--- src/rtl/snake_scorer.sv ---
`default_nettype none
// +----------------------------------------------------------------------+
// | Module   : snake_scorer                                              |
// | Brief    : Game-state FSM, food-eat detection, saturating score,     |
// |            level derivation and high-score tracking for a snake game.|
// | Revision : 1.0 - initial release                                     |
// +----------------------------------------------------------------------+
module snake_scorer #(
  parameter int POS_W      = 6,
  parameter int N_FOOD     = 2,
  parameter int SCORE_W    = 8,
  parameter int LEVEL_STEP = 5,
  parameter int MAX_LEVEL  = 7
) (
  input  logic                    clk,
  input  logic                    rst,
  input  logic                    start,
  input  logic                    tick,
  input  logic                    game_over,
  input  logic [POS_W-1:0]        head,
  input  logic [N_FOOD*POS_W-1:0] food,
  input  logic [N_FOOD-1:0]       food_valid,
  output logic [N_FOOD-1:0]       gen,
  output logic [SCORE_W-1:0]      score,
  output logic [SCORE_W-1:0]      high_score,
  output logic [2:0]              level,
  output logic                    new_high,
  output logic [1:0]              state
);

  typedef enum logic [1:0] {
    ST_IDLE = 2'd0,
    ST_RUN  = 2'd1,
    ST_OVER = 2'd2
  } state_t;

  localparam logic [SCORE_W-1:0] c_level_step = SCORE_W'(LEVEL_STEP);
  localparam logic [SCORE_W-1:0] c_max_level  = SCORE_W'(MAX_LEVEL);
  localparam logic [SCORE_W:0]   c_one        = {{SCORE_W{1'b0}}, 1'b1};
  localparam logic [SCORE_W-1:0] c_score_max  = {SCORE_W{1'b1}};

  state_t               state_q, state_d;
  logic [SCORE_W-1:0]   score_q, score_d;
  logic [SCORE_W-1:0]   high_score_q, high_score_d;
  logic [2:0]           level_q, level_d;
  logic [N_FOOD-1:0]    gen_q, gen_d;
  logic                 new_high_q, new_high_d;

  logic [N_FOOD-1:0]    match;
  logic [SCORE_W:0]     eat_cnt;
  logic [SCORE_W:0]     score_sum;
  logic [SCORE_W-1:0]   score_eat;
  logic [SCORE_W-1:0]   level_quo;

  // Eat detection and saturating score-plus-eaten value; only live in RUN on a tick.
  always_comb begin
    match   = '0;
    eat_cnt = '0;
    for (int i = 0; i < N_FOOD; i++) begin
      if ((state_q == ST_RUN) && tick && food_valid[i] &&
          (food[i*POS_W +: POS_W] == head)) begin
        match[i] = 1'b1;
        eat_cnt  = eat_cnt + c_one;
      end
    end
    score_sum = {1'b0, score_q} + eat_cnt;
    score_eat = score_sum[SCORE_W] ? c_score_max : score_sum[SCORE_W-1:0];
  end

  // Next-state, score, high-score and pulse outputs.
  always_comb begin
    state_d      = state_q;
    score_d      = score_q;
    high_score_d = high_score_q;
    gen_d        = '0;
    new_high_d   = 1'b0;
    case (state_q)
      ST_IDLE, ST_OVER: begin
        if (start) begin
          state_d = ST_RUN;
          score_d = '0;
          gen_d   = '1;
        end
      end
      ST_RUN: begin
        // Points from this tick land before the game-over decision sees the score.
        score_d = score_eat;
        gen_d   = match;
        if (game_over) begin
          state_d = ST_OVER;
          if (score_eat > high_score_q) begin
            high_score_d = score_eat;
            new_high_d   = 1'b1;
          end
        end
      end
      default: begin
        state_d = ST_IDLE;
      end
    endcase
  end

  // Level follows the next score so both registers update in the same cycle.
  always_comb begin
    level_quo = score_d / c_level_step;
    level_d   = (level_quo > c_max_level) ? c_max_level[2:0] : level_quo[2:0];
  end

  // State and output registers with synchronous reset.
  always_ff @(posedge clk) begin
    if (rst) begin
      state_q      <= ST_IDLE;
      score_q      <= '0;
      high_score_q <= '0;
      level_q      <= '0;
      gen_q        <= '0;
      new_high_q   <= 1'b0;
    end else begin
      state_q      <= state_d;
      score_q      <= score_d;
      high_score_q <= high_score_d;
      level_q      <= level_d;
      gen_q        <= gen_d;
      new_high_q   <= new_high_d;
    end
  end

  assign gen        = gen_q;
  assign score      = score_q;
  assign high_score = high_score_q;
  assign level      = level_q;
  assign new_high   = new_high_q;
  assign state      = state_q;

endmodule
`default_nettype wire

--- config.mk ---
export PLATFORM = sky130hd
export DESIGN_NAME = snake_scorer
export DESIGN_NICKNAME = d
export VERILOG_FILES = /design/src/rtl/snake_scorer.sv
export SDC_FILE = /design/constraint.sdc
export NUM_CORES = 1
export LEC_CHECK = 0
export CAP_MARGIN = 20
export CORE_ASPECT_RATIO = 2
export CORE_MARGIN = 2
export CORE_UTILIZATION = 47
export DETAILED_ROUTE_END_ITERATION = 6
export GPL_TIMING_DRIVEN = 0
export PLACE_DENSITY = 0.78
export SLEW_MARGIN = 5
export SYNTH_ARGS = -nofsm -noshare
export SYNTH_HDL_FRONTEND = slang
export SYNTH_SLANG_ARGS = --single-unit
--- constraint.sdc ---
create_clock -name clk -period 5.8 [get_ports clk]
set_input_delay 1.16 -clock clk [delete_from_list [all_inputs] [get_ports clk]]
set_output_delay 1.16 -clock clk [all_outputs]
set_load 0.01 [all_outputs]
# Word-level counts from Yosys, hierarchy flattened
# Cells that the tools add are included.
dict set report totals {
  output_inout_bits 24
  regBits 24
}
dict set report op_classes {
  bitwise_logic 2
  reduce_logical 10
  n_lt_le_gt_ge 2
  div_mod_pow 1
  addsub 2
  n_eq_ne 6
  n_mux 14
}
# operator count
set op_table {}
lappend op_table {{$mux 8} 2}
lappend op_table {{$pmux 8 s2} 1}
lappend op_table {{$eq 6x6->1} 2}
lappend op_table {{$add 8x9->9} 1}
lappend op_table {{$add 9x1->9 const B} 1}
lappend op_table {{$mux 9} 1}
lappend op_table {{$div 8x3->8 const B} 1}
lappend op_table {{$gt 8x3->1 const B} 1}
lappend op_table {{$gt 8x8->1} 1}
lappend op_table {{$pmux 2 s2} 2}
lappend op_table {{$mux 2} 3}
lappend op_table {{$logic_and 1x1->1} 5}
lappend op_table {{$mux 1} 4}
lappend op_table {{$ne 2x2->1 const B} 2}
lappend op_table {{$mux 3} 1}
lappend op_table {{$reduce_and 3->1} 1}
lappend op_table {{$reduce_or 3->1} 1}
lappend op_table {{$eq 2x1->1 const B} 1}
lappend op_table {{$eq 2x2->1 const B} 1}
lappend op_table {{$logic_not 2->1} 1}
lappend op_table {{$not 1->1} 2}
lappend op_table {{$reduce_and 2->1} 1}
lappend op_table {{$reduce_or 2->1} 1}

# Depth between registers and ports, before layout
dict set report logic_depth {
  depth_word 13
  depth_mapped 25
  ltp_nobuf 22
}

# Worst setup path before layout
# Ideal clock, no wire load.
dict set report synth_timing {
  path_type {in2reg}
  from {input port food[0]}
  to {register level_q[0], in the netlist level[0]}
  path_slack_ns 0.474
  path_stages 22
  path_buffers 2
  t_arrival_ns 5.238
  t_required_ns 5.712
  path_cell_list {xnor2_1 nand4_1 nor4_1 ha_1 ha_1 inv_1 fa_1 nor2b_1 buf_2 nand4_1 mux2i_1 clkbuf_1 nand2_1 nor3_1 a31oi_1 a21oi_1 a211oi_1 ha_1 maj3_2 a211oi_2 mux2_1 o32ai_2}
}
dict set report synth_between {
  elab_chain_len 11
}
# element line
set synth_lines {}
lappend synth_lines {{from (decl)} 21} ;# input logic [N_FOOD*POS_W-1:0] food,
lappend synth_lines {{$eq 6x6->1 *} 61} ;# (food[i*POS_W +: POS_W] == head)) begin
lappend synth_lines {{$logic_and 1x1->1 *} 60} ;# if ((state_q == ST_RUN) && tick && food_valid[i] &&
lappend synth_lines {{$mux 1 *} 60}
lappend synth_lines {{$add 9x1->9} 63} ;# eat_cnt = eat_cnt + c_one;
lappend synth_lines {{$mux 9 *} 60}
lappend synth_lines {{$add 8x9->9 *} 66} ;# score_sum = {1'b0, score_q} + eat_cnt;
lappend synth_lines {{$mux 8 *} 67} ;# score_eat = score_sum[SCORE_W] ? c_score_max : score_sum[SCORE_W-1:0];
lappend synth_lines {{$pmux 8 s2 *} 77} ;# case (state_q)
lappend synth_lines {{$div 8x3->8 *} 105} ;# level_quo = score_d / c_level_step;
lappend synth_lines {{$gt 8x3->1} 106} ;# level_d = (level_quo > c_max_level) ? c_max_level[2:0] : level_quo[2:0];
lappend synth_lines {{$mux 3 *} 106}
lappend synth_lines {{to (signal assigned)} 122} ;# level_q <= level_d;
lappend synth_lines {{to (decl)} 45} ;# logic [2:0] level_q, level_d;
# Mark *: on every way between the ends. The rest lies on a longest branch, timed or not.
# A chain may end at the register's enable or synchronous reset.

# Worst setup path after layout
dict set report layout_timing {
  from {input port food[10]}
  to {register level_q[0], in the netlist level[0]}
}
dict set report layout_between {
  elab_chain_len 9
}
# element line
set layout_lines {}
lappend layout_lines {{$eq 6x6->1 *} 61}
lappend layout_lines {{$logic_and 1x1->1 *} 60}
lappend layout_lines {{$mux 9 *} 60}
lappend layout_lines {{$add 8x9->9 *} 66}
lappend layout_lines {{$mux 8 *} 67}
lappend layout_lines {{$pmux 8 s2 *} 77}
lappend layout_lines {{$div 8x3->8 *} 105}
lappend layout_lines {{$gt 8x3->1} 106}
lappend layout_lines {{$mux 3 *} 106}
# Marks and branches as above.

==> run summary <==
Status = complete, no violations
Final setup viols = 0
# clock sinks = 24
Worst hold start = high_score[1]
Synthesized net count = 322
CTS tree = built
TritonRoute pass-1 iters = 4
Maximum clock frequency = 178 MHz
Number of H-tree levels = 1
Ranking of synthesized cells by area = dfxtp_1 22%, ha_1 7.4%, xnor2_1 6.0%
CTS Root Cell = clkbuf_8
Worst Hold Class = flop to flop
Clock slew at reported path FFs = 0.08 ns
Final worst-path cycle share = 0.968
Die H = 101 um
Site row count = 35
Setup crit start = food[10]
Vias in the first global route = 2351
Total gr overflow = 0
Pwr/cell area = 118 nW/um2
Post-synthesis register bit count = 24
IO Pins = 49
Core Region = 4550 um2
Initial DRC Count = 85
Vias per cell = 6.00
Largest net degree at the start of global routing = 15
Tmin final = 5.61 ns
Unique masters post-synth = 66
FFs w/ async S/R, synth = 0
YS warnings = 0
DP HPWL = 5010 um
Hold Fails Final Rpt = 0
Setup crit end kind = flop
First-pass GRT wire length = 10100 um
Chip width = 52.5 um
Final GP Congestion = 0.884
DRT Wirelength = 6620 um
Max-slew headroom = 0.641
Slew @ Worst Pin = 0.538 ns
Reg-to-Reg Start = state[0]
Synthesized area = 2210 um2
EDFF count, synth = 0
Worst vdd rail ir drop = 0.0793 mV
Fin nets = 388
Most frequent cell after synthesis = nor2_1
Fin. max-slew vios = 0
Buffers added on ports = 48
DIE AREA = 5290 um2
Synth cell count leaders = 32 x nor2_1, 24 x dfxtp_1, 22 x nand2_1, 19 x inv_1
Hold Buf Count CTS = 0
Remaining antenna violation count = 0
Layout area overhead = 39.6%
Placed Cells incl. Taps = 386
Most used DFF post-synth = dfxtp_1
Setup crit start kind = input pin
Worst skew pair latency = 0.27 ns
Post-synth top area cell = dfxtp_1
Initial Util = 0.485
Critical Setup Path Class = input pin to flop
Top cell type's share of synthesized area = 0.218
CP Max Fanout = 8
Design area = 3080 um2
Initial antenna violation count = 0
CP required = 5.96 ns
Ant. Diodes = 0
Sequential share of the synthesized area = 0.218
Post-synthesis instance total = 283
Syn Area/Cell = 7.80 um2
DR vias = 2420
Remaining routing DRC violations = 0
GR Util All Layers = 0.247
Hold slack = 0.521 ns
Final std cells w/o fill = 403
Clock Path Buffers = 2
Arrival @ worst endpoint = 5.77 ns
Area of placed instances = 2760 um2
Pleak = 1.24 nW
Layout cell share with drive strength beyond 1 = 0.187
Max-cap violations = 0
DR WL/cell = 16.4 um
Reg2reg setup slack = 0.80 ns
Cts bufs inserted = 3
Clk_skew = 0.00215 ns
==> registers in the layout, summed over array words and instances, names as in the netlist <==
| name | cells |
|---|---|
| new_high | 1 |
| state | 2 |
| high_score | 8 |
| score | 8 |
| level | 3 |
| gen | 2 |
==> path summary, 6_finish.rpt <==
path / end / depth (start not counted)
min reg2reg: high_score[1] / 2
max: level[0] / 20
min: high_score[1] / 2
max reg2reg: level[0] / 20
==> logic make-up after synthesis <==
family | Yosys count | share of synthesized area
AND/OR/NAND/NOR | 101 | 0.232
AO/OA/AOI/OAI | 77 | 0.259
multiplexers | 12 | 0.0567
adder cells (fa/ha/maj) | 18 | 0.102
flip-flops | 24 | 0.218
buffers and inverters | 34 | 0.0652
XOR/XNOR | 17 | 0.0675
==> critical path, stage by stage <==
cell	delay [ns]
clkdlybuf4s50_1	0.48
xnor2_1	0.14
nand4_1	0.19
nor4_4	0.27
ha_1	0.23
ha_4	0.15
inv_1	0.05
fa_2	0.43
nor2b_2	0.15
buf_4	0.15
nand4_1	0.13
mux2_2	0.38
nor2_1	0.14
maj3_1	0.41
a211oi_4	0.47
nor3b_2	0.13
a211oi_4	0.28
buf_4	0.17
o211a_1	0.17
o32ai_2	0.08
==> stage by stage <==
| step | setup TNS [ns] | total power (W) | setup slack, ns | utilization |
|---|---|---|---|---|
| floorplan | 0 | 0.000191 | 0.474 | - |
| global placement | -1.02 | 0.000217 | -0.637 | 0.605 |
| detailed placement | -1.61 | 0.000218 | -0.746 | 0.605 |
| CTS | 0 | 0.000363 | 0.0193 | 0.636 |
| global route | -0.0827 | 0.000376 | -0.0827 | 0.677 |
| finish | 0 | 0.000364 | 0.187 | 0.677 |
==> cells in the final DEF, fill, tap and decap left out, types with 3 or more instances in the layout <==
cell type	instances
dlymetal6s2s_1	6
o211a_1	4
a21oi_1	14
a31oi_1	4
a21o_1	3
dfxtp_1	24
ha_1	11
and3_1	3
nand2_1	21
clkbuf_8	3
clkdlybuf4s50_1	42
nor2b_1	5
mux2_2	3
o211ai_1	4
buf_2	4
o21ai_0	14
xnor2_1	14
a311oi_1	4
inv_1	19
buf_4	17
clkbuf_1	3
nand3_1	9
nand4_1	5
mux2i_1	7
nand2b_1	4
nor2_1	30
==> routing by layer <==
layer  global-route usage  share of wire
met1                0.224           0.34
met2                0.472           0.55
met3               0.0208          0.039
met4                0.179          0.068
met5                    0              0
==> power by group <==
group          internal, W  switching (W)
registers         0.000166     0.00000147
logic            0.0000268      0.0000219
clock network    0.0000924      0.0000554
==> layout make-up <==
class,instances,area [um2]
multi-input combinational,225,1700
fill,390,1470
timing repair buffer,61,597
sequential,24,480
buffer,15,88.8
inverter,19,71.3
tap,55,68.8
clock buffer,3,41.3
clock inverter,1,30.0
==> repair_timing <==
| item | in CTS | in global routing |
|---|---|---|
| endpoints found under the setup margin | 2 | 7 |
| buffers inserted | 4 | 8 |
| pin swaps | 2 | 12 |
| resized for setup | 9 | 32 |
| cloned | 0 | 1 |
Note: power is estimated with default switching activity, not from simulation.
